## config.mk

```make
export PLATFORM = sky130hd
export DESIGN_NAME = dcache_ctrl_flat
export DESIGN_NICKNAME = d
export VERILOG_FILES = /design/src/rtl/dcache_ctrl_if.sv /design/src/rtl/dcache_ctrl.sv /design/src/flat_wrapper.sv
export SDC_FILE = /design/constraint.sdc
export NUM_CORES = 1
export LEC_CHECK = 0
export BUFFER_PORTS_ARGS = -buffer_cell sky130_fd_sc_hd__buf_4
export CORE_UTILIZATION = 40
export CTS_CLUSTER_SIZE = 40
export DETAILED_ROUTE_END_ITERATION = 8
export GPL_ROUTABILITY_DRIVEN = 0
export SYNTH_ARGS = -nofsm -noshare
export SYNTH_HDL_FRONTEND = slang
export SYNTH_SLANG_ARGS = --single-unit
```

## constraint.sdc

```tcl
create_clock -name clk -period 20.4 [get_ports clk]
set_input_delay 4.08 -clock clk [delete_from_list [all_inputs] [get_ports clk]]
set_output_delay 4.08 -clock clk [all_outputs]
set_load 0.005 [all_outputs]
```

## src/rtl/dcache_ctrl_if.sv

```systemverilog
// Bundles the CPU M-stage request signals and the line-wide memory bus.
// The slave view is the cache controller; the master view is the CPU/memory environment.
interface dcache_ctrl_if;
    logic         LoadM;
    logic         MemWriteM;
    logic         ByteM;
    logic [31:0]  addr;
    logic [31:0]  wdata;
    logic [31:0]  rdata;
    logic         dhit;
    logic         mem_req;
    logic         mem_we;
    logic [31:0]  mem_addr;
    logic [127:0] mem_wdata;
    logic [127:0] mem_rdata;
    logic         mem_ready;

    modport slave (
        input  LoadM, MemWriteM, ByteM, addr, wdata, mem_rdata, mem_ready,
        output rdata, dhit, mem_req, mem_we, mem_addr, mem_wdata
    );

    modport master (
        output LoadM, MemWriteM, ByteM, addr, wdata, mem_rdata, mem_ready,
        input  rdata, dhit, mem_req, mem_we, mem_addr, mem_wdata
    );
endinterface

```

## src/rtl/dcache_ctrl.sv

```systemverilog
// Direct-mapped, write-back, write-allocate data cache controller with 16-byte lines.
// Hits are served combinationally in IDLE; misses stall the CPU through WRITEBACK/REFILL.
module dcache_ctrl #(
    parameter int NLINES = 4
) (
    input logic         clk,
    input logic         reset,
    dcache_ctrl_if.slave bus
);
    localparam int IW = $clog2(NLINES);
    localparam int TW = 32 - 4 - IW;

    typedef enum logic [1:0] {IDLE, WRITEBACK, REFILL} state_t;

    state_t              state_q;
    logic [NLINES-1:0]   valid_q;
    logic [NLINES-1:0]   dirty_q;
    logic [TW-1:0]       tag_q  [NLINES];
    logic [127:0]        data_q [NLINES];
    logic                mem_req_q;
    logic                mem_we_q;
    logic [31:0]         mem_addr_q;
    logic [127:0]        mem_wdata_q;

    logic [IW-1:0]       idx;
    logic [TW-1:0]       tag;
    logic [127:0]        line;
    logic [31:0]         word;
    logic [7:0]          sel_byte;
    logic                req;
    logic                hit;

    assign idx      = bus.addr[4 +: IW];
    assign tag      = bus.addr[31 -: TW];
    assign line     = data_q[idx];
    // Misaligned word accesses ignore addr[1:0] and use the word at addr[3:2].
    assign word     = line[{bus.addr[3:2], 5'b0} +: 32];
    assign sel_byte = word[{bus.addr[1:0], 3'b0} +: 8];
    assign req      = bus.LoadM | bus.MemWriteM;
    assign hit      = (state_q == IDLE) && valid_q[idx] && (tag_q[idx] == tag);

    assign bus.rdata     = bus.ByteM ? {{24{sel_byte[7]}}, sel_byte} : word;
    assign bus.dhit      = (state_q == IDLE) && (!req || hit);
    assign bus.mem_req   = mem_req_q;
    assign bus.mem_we    = mem_we_q;
    assign bus.mem_addr  = mem_addr_q;
    assign bus.mem_wdata = mem_wdata_q;

    // NOTE: only valid/dirty and the handshake are reset; tag and data arrays
    // are left unreset so they map onto plain storage, and valid=0 masks them.
    always_ff @(posedge clk) begin
        if (reset) begin
            state_q   <= IDLE;
            valid_q   <= '0;
            dirty_q   <= '0;
            mem_req_q <= 1'b0;
            mem_we_q  <= 1'b0;
        end else begin
            case (state_q)
                IDLE: begin
                    if (req && hit) begin
                        if (bus.MemWriteM) begin
                            if (bus.ByteM)
                                data_q[idx][{bus.addr[3:0], 3'b0} +: 8] <= bus.wdata[7:0];
                            else
                                data_q[idx][{bus.addr[3:2], 5'b0} +: 32] <= bus.wdata;
                            dirty_q[idx] <= 1'b1;
                        end
                    end else if (req) begin
                        mem_req_q <= 1'b1;
                        if (valid_q[idx] && dirty_q[idx]) begin
                            state_q     <= WRITEBACK;
                            mem_we_q    <= 1'b1;
                            mem_addr_q  <= {tag_q[idx], idx, 4'b0};
                            mem_wdata_q <= line;
                        end else begin
                            state_q    <= REFILL;
                            mem_we_q   <= 1'b0;
                            mem_addr_q <= {tag, idx, 4'b0};
                        end
                    end
                end
                WRITEBACK: begin
                    if (bus.mem_ready) begin
                        dirty_q[idx] <= 1'b0;
                        state_q      <= REFILL;
                        mem_we_q     <= 1'b0;
                        mem_addr_q   <= {tag, idx, 4'b0};
                    end
                end
                REFILL: begin
                    if (bus.mem_ready) begin
                        data_q[idx]  <= bus.mem_rdata;
                        tag_q[idx]   <= tag;
                        valid_q[idx] <= 1'b1;
                        dirty_q[idx] <= 1'b0;
                        state_q      <= IDLE;
                        mem_req_q    <= 1'b0;
                    end
                end
                default: state_q <= IDLE;
            endcase
        end
    end
endmodule
```

## src/flat_wrapper.sv

```systemverilog
// flat-port wrapper written by rule: the top's interface ports become plain ports
module dcache_ctrl_flat 
#(
    parameter int NLINES = 4
)
  (clk, reset, bus_LoadM, bus_MemWriteM, bus_ByteM, bus_addr, bus_wdata, bus_mem_rdata, bus_mem_ready, bus_rdata, bus_dhit, bus_mem_req, bus_mem_we, bus_mem_addr, bus_mem_wdata);
  dcache_ctrl_if bus_i ();
  input logic clk;
  input logic reset;
  input wire logic [$bits(bus_i.LoadM)-1:0] bus_LoadM;
  input wire logic [$bits(bus_i.MemWriteM)-1:0] bus_MemWriteM;
  input wire logic [$bits(bus_i.ByteM)-1:0] bus_ByteM;
  input wire logic [$bits(bus_i.addr)-1:0] bus_addr;
  input wire logic [$bits(bus_i.wdata)-1:0] bus_wdata;
  input wire logic [$bits(bus_i.mem_rdata)-1:0] bus_mem_rdata;
  input wire logic [$bits(bus_i.mem_ready)-1:0] bus_mem_ready;
  output wire logic [$bits(bus_i.rdata)-1:0] bus_rdata;
  output wire logic [$bits(bus_i.dhit)-1:0] bus_dhit;
  output wire logic [$bits(bus_i.mem_req)-1:0] bus_mem_req;
  output wire logic [$bits(bus_i.mem_we)-1:0] bus_mem_we;
  output wire logic [$bits(bus_i.mem_addr)-1:0] bus_mem_addr;
  output wire logic [$bits(bus_i.mem_wdata)-1:0] bus_mem_wdata;
  assign bus_i.LoadM = bus_LoadM;
  assign bus_i.MemWriteM = bus_MemWriteM;
  assign bus_i.ByteM = bus_ByteM;
  assign bus_i.addr = bus_addr;
  assign bus_i.wdata = bus_wdata;
  assign bus_i.mem_rdata = bus_mem_rdata;
  assign bus_i.mem_ready = bus_mem_ready;
  assign bus_rdata = bus_i.rdata;
  assign bus_dhit = bus_i.dhit;
  assign bus_mem_req = bus_i.mem_req;
  assign bus_mem_we = bus_i.mem_we;
  assign bus_mem_addr = bus_i.mem_addr;
  assign bus_mem_wdata = bus_i.mem_wdata;
  dcache_ctrl #(.NLINES(NLINES)) u_core (.clk(clk), .reset(reset), .bus(bus_i));
endmodule
```

==> run_results.csv <==
group,metric,value,unit
outcome,status,"complete, no violations",
routing,ant_nets,0,
place,dp_hpwl,77.7,mm
final_layout,stdcell_area,41300,µm²
floorplanning,io_pins,393,
global_routing,track_usage,25.2,%
timing,max-slew-margin-rel,4.39,%
flow_run,maxCapViolCount,0,
synthesis,yosysWarnings,0,
timing,fin_crit,13070,ps
hold_path,hold_path_class,"reg -> reg",
critical_path,critPathLaunch,"bus_addr[4]",
critical_path,r2r_setup_slack,14960,ps
routing,drt_iter0_drc,2432,
critical_path,crit_type,"in -> out",
timing,report.final.setup_viol,0,
clocking,clockRootBuffer,"clkbuf_16",
routing,drt-total-wl,111,mm
pwr,p_leak,13.8,nW
clocking,insertion_delay,650,ps
clocking,htreeDepth,3,
routing,drc,0,
place,dpl.cell_count,3639,
pwr,clkPwrFrac,42.7,%
global_routing,antenna_found_initial,23,
critical_path,startpoint_type,"input port",
global_routing,grt_start_max_net_pins,93,
pwr,p_seq_share,48.3,%
critical_path,regToRegEndpoint,"u_core.data_q[1][53]$_DFFE_PP_",
critical_path,worst-path-max-fanout,76,
critical_path,reg2reg_from,"u_core.tag_q[2][2]$_DFFE_PP_",
critical_path,critPathCaptureType,"output pin",
synthesis,syn-cell-area,34400,µm²
clocking,clk_pin_slew,60,ps
synthesis,synth_seq_cells,784,
final_layout,drive_above_1_share,28.6,%
clocking,clk_path_buf_depth,3,
critical_path,reg2reg_depth,7,
routing,vias_per_cell,5.88,
clocking,post_cts_buffers,0,
routing,wl_per_cell,29.2,µm
timing,fin_skew,37.4,ps
critical_path,worstPathArrival,8990,ps
global_routing,grt_pass1_vias,22000,
floorplanning,die_h,295,µm
synthesis,synth_commonest_cells,"edfxtp_1, nand2_1, nor2_1",
timing,tns,0,ps
timing,post-route-period-util,64.1,%
synthesis,yosys.area.top_type,"edfxtp_1",
routing,via_count,22400,
clocking,post_cts_resize_count,0,
clocking,hold_buffers,0,
place,io_buffers,388,
pwr,intPower,0.00291,W
pwr,p_sw,0.000866,W
final_layout,areaGrowthSynthToFinish,20.0,%
timing,worstMarginPinSlew,1430,ps
timing,post-route-worst-setup-slack,7330,ps
synthesis,avgSynthCellArea,15.5,µm²
pwr,power_density,91.3,nW/µm²
floorplanning,rows,107,
timing,rsz0062_at_grt,"no",
pwr,vdd_drop_max,0.0645,mV
global_routing,gr-total-overflow,0,
synthesis,yosysUniqueCellTypes,77,
pwr,switching_share,23.0,%
pwr,finalPower,0.00377,W
global_routing,grt_first_pass_wirelength,157,mm
clocking,clock-sinks,784,
synthesis,synth_edf_count,772,
timing,fmax,76.5,MHz
final_layout,layout.nets,2793,
timing,slew_viol_final,0,
synthesis,yosys_most_used_dff,"edfxtp_1",
synthesis,yosysSeqAreaShare,68.0,%
synthesis,synth-async-reset-ratio,0,%
timing,finalHoldViolations,0,
pwr,power_frac_comb,9.0,%
clocking,cts_tree,"yes",
place,dp_slack,7260,ps
place,place_area,38400,µm²
floorplanning,fp.dieW,295,µm
critical_path,cp-endpoint,"bus_rdata[7]",
routing,drtPass1Iterations,7,
synthesis,synth_area_leaders,"edfxtp_1, mux4_2, nand2_1",
floorplanning,dieArea,87300,µm²
clocking,numCtsBuffers,84,
synthesis,netlist_instances,2228,
critical_path,crit_required,16320,ps
synthesis,yosysTopAreaCellShare,67.3,%
final_layout,fin_cells,3800,
floorplanning,core_area,85300,µm²
synthesis,synth_most_common_cell,"edfxtp_1",
floorplanning,start_util,40.4,%
[worst max-delay path, cell delays in order]
cell,delay (ps)
buf_8,550
buf_4,830
buf_4,890
mux4_1,710
mux4_1,580
mux4_2,520
nand2_4,270
o21ai_0,170
buf_4,170
[state kept, by name, indices dropped and copies added (netlist names), named ones only]
register	cells
u_core.data_q	512
u_core.bus.mem_wdata	128
u_core.tag_q	104
u_core.bus.mem_addr	28
u_core.valid_q	4
u_core.state_q	2
u_core.bus.mem_req	1
u_core.bus.mem_we	1
[cell usage in the layout (no fill, tap or decap), drive strengths merged, types with 25 or more instances in the layout]
cell    synthesis  layout
buf            61     428
a221o          48      48
and2           35      35
a31oi          51      51
o221ai         25      25
clkinv          4      34
clkbuf        101      98
o211ai         51      51
nor2          172     172
o21ai         113     113
a21oi          28      28
edfxtp        772     772
mux4          171     171
nand2         289     289
inv            58      62
[routing by layer]
metal / GRT usage (%) / vias to the layer above / wire length [µm]
met4: 7.05 / 32 / 3170
li1: - / 9491 / -
met1: 32.5 / 11300 / 41500
met3: 7.56 / 230 / 12500
met5: 0 / - / 204
met2: 41.2 / 1340 / 53400
[how the worst min path moves through the flow]
stage                                         startpoint                              to  slack, ps  cells after the start
final                     u_core.valid_q[2]$_SDFFE_PP0P_  u_core.valid_q[2]$_SDFFE_PP0P_        490                      1
after global routing      u_core.valid_q[1]$_SDFFE_PP0P_  u_core.valid_q[1]$_SDFFE_PP0P_        510                      1
after CTS                 u_core.valid_q[2]$_SDFFE_PP0P_  u_core.valid_q[2]$_SDFFE_PP0P_        490                      1
after detailed placement  u_core.valid_q[2]$_SDFFE_PP0P_  u_core.valid_q[2]$_SDFFE_PP0P_        480                      1
after global placement                              flop                            flop        470                      2
after floorplan           u_core.valid_q[2]$_SDFFE_PP0P_  u_core.valid_q[2]$_SDFFE_PP0P_        450                      1
[power by group through the flow]
| stage | clock, W | sequential [W] | combinational, W |
|---|---|---|---|
| global route | 0.00169 | 0.00182 | 0.000360 |
| detailed placement | 0 | 0.00185 | 0.000338 |
| global placement | 0 | 0.00185 | 0.000334 |
| floorplan | 0 | 0.00185 | 0.000174 |
| CTS | 0.00163 | 0.00182 | 0.000339 |
| finish | 0.00161 | 0.00182 | 0.000339 |
[cell type report]
class | instances | area, µm²
Fill cell | 7280 | 44000
Sequential cell | 784 | 23400
Multi-Input combinational cell | 1223 | 10100
Timing Repair Buffer | 428 | 3220
Clock buffer | 98 | 2200
Tap cell | 1144 | 1430
Clock inverter | 55 | 716
Inverter | 62 | 233
Antenna cell | 6 | 15.0
[through the flow]
step	hold WS, ps	utilization (%)
6_report	491	48.5
5_1_grt	514	48.4
4_1_cts	495	48.4
3_5_place_dp	478	45.0
3_3_place_gp	473	45.0
2_1_floorplan	449	-
[cells by family after synthesis]
kind of cell / after synthesis / synth area share (%)
multiplexers: 199 / 12.3
buffers and inverters: 224 / 2.97
XOR/XNOR: 23 / 0.585
AND/OR/NAND/NOR: 608 / 7.98
other: 1 / 0.0109
adder cells (fa/ha/maj): 12 / 0.436
flip-flops: 784 / 68.0
AO/OA/AOI/OAI: 377 / 7.71
Note: power is estimated with default switching activity, not from simulation.
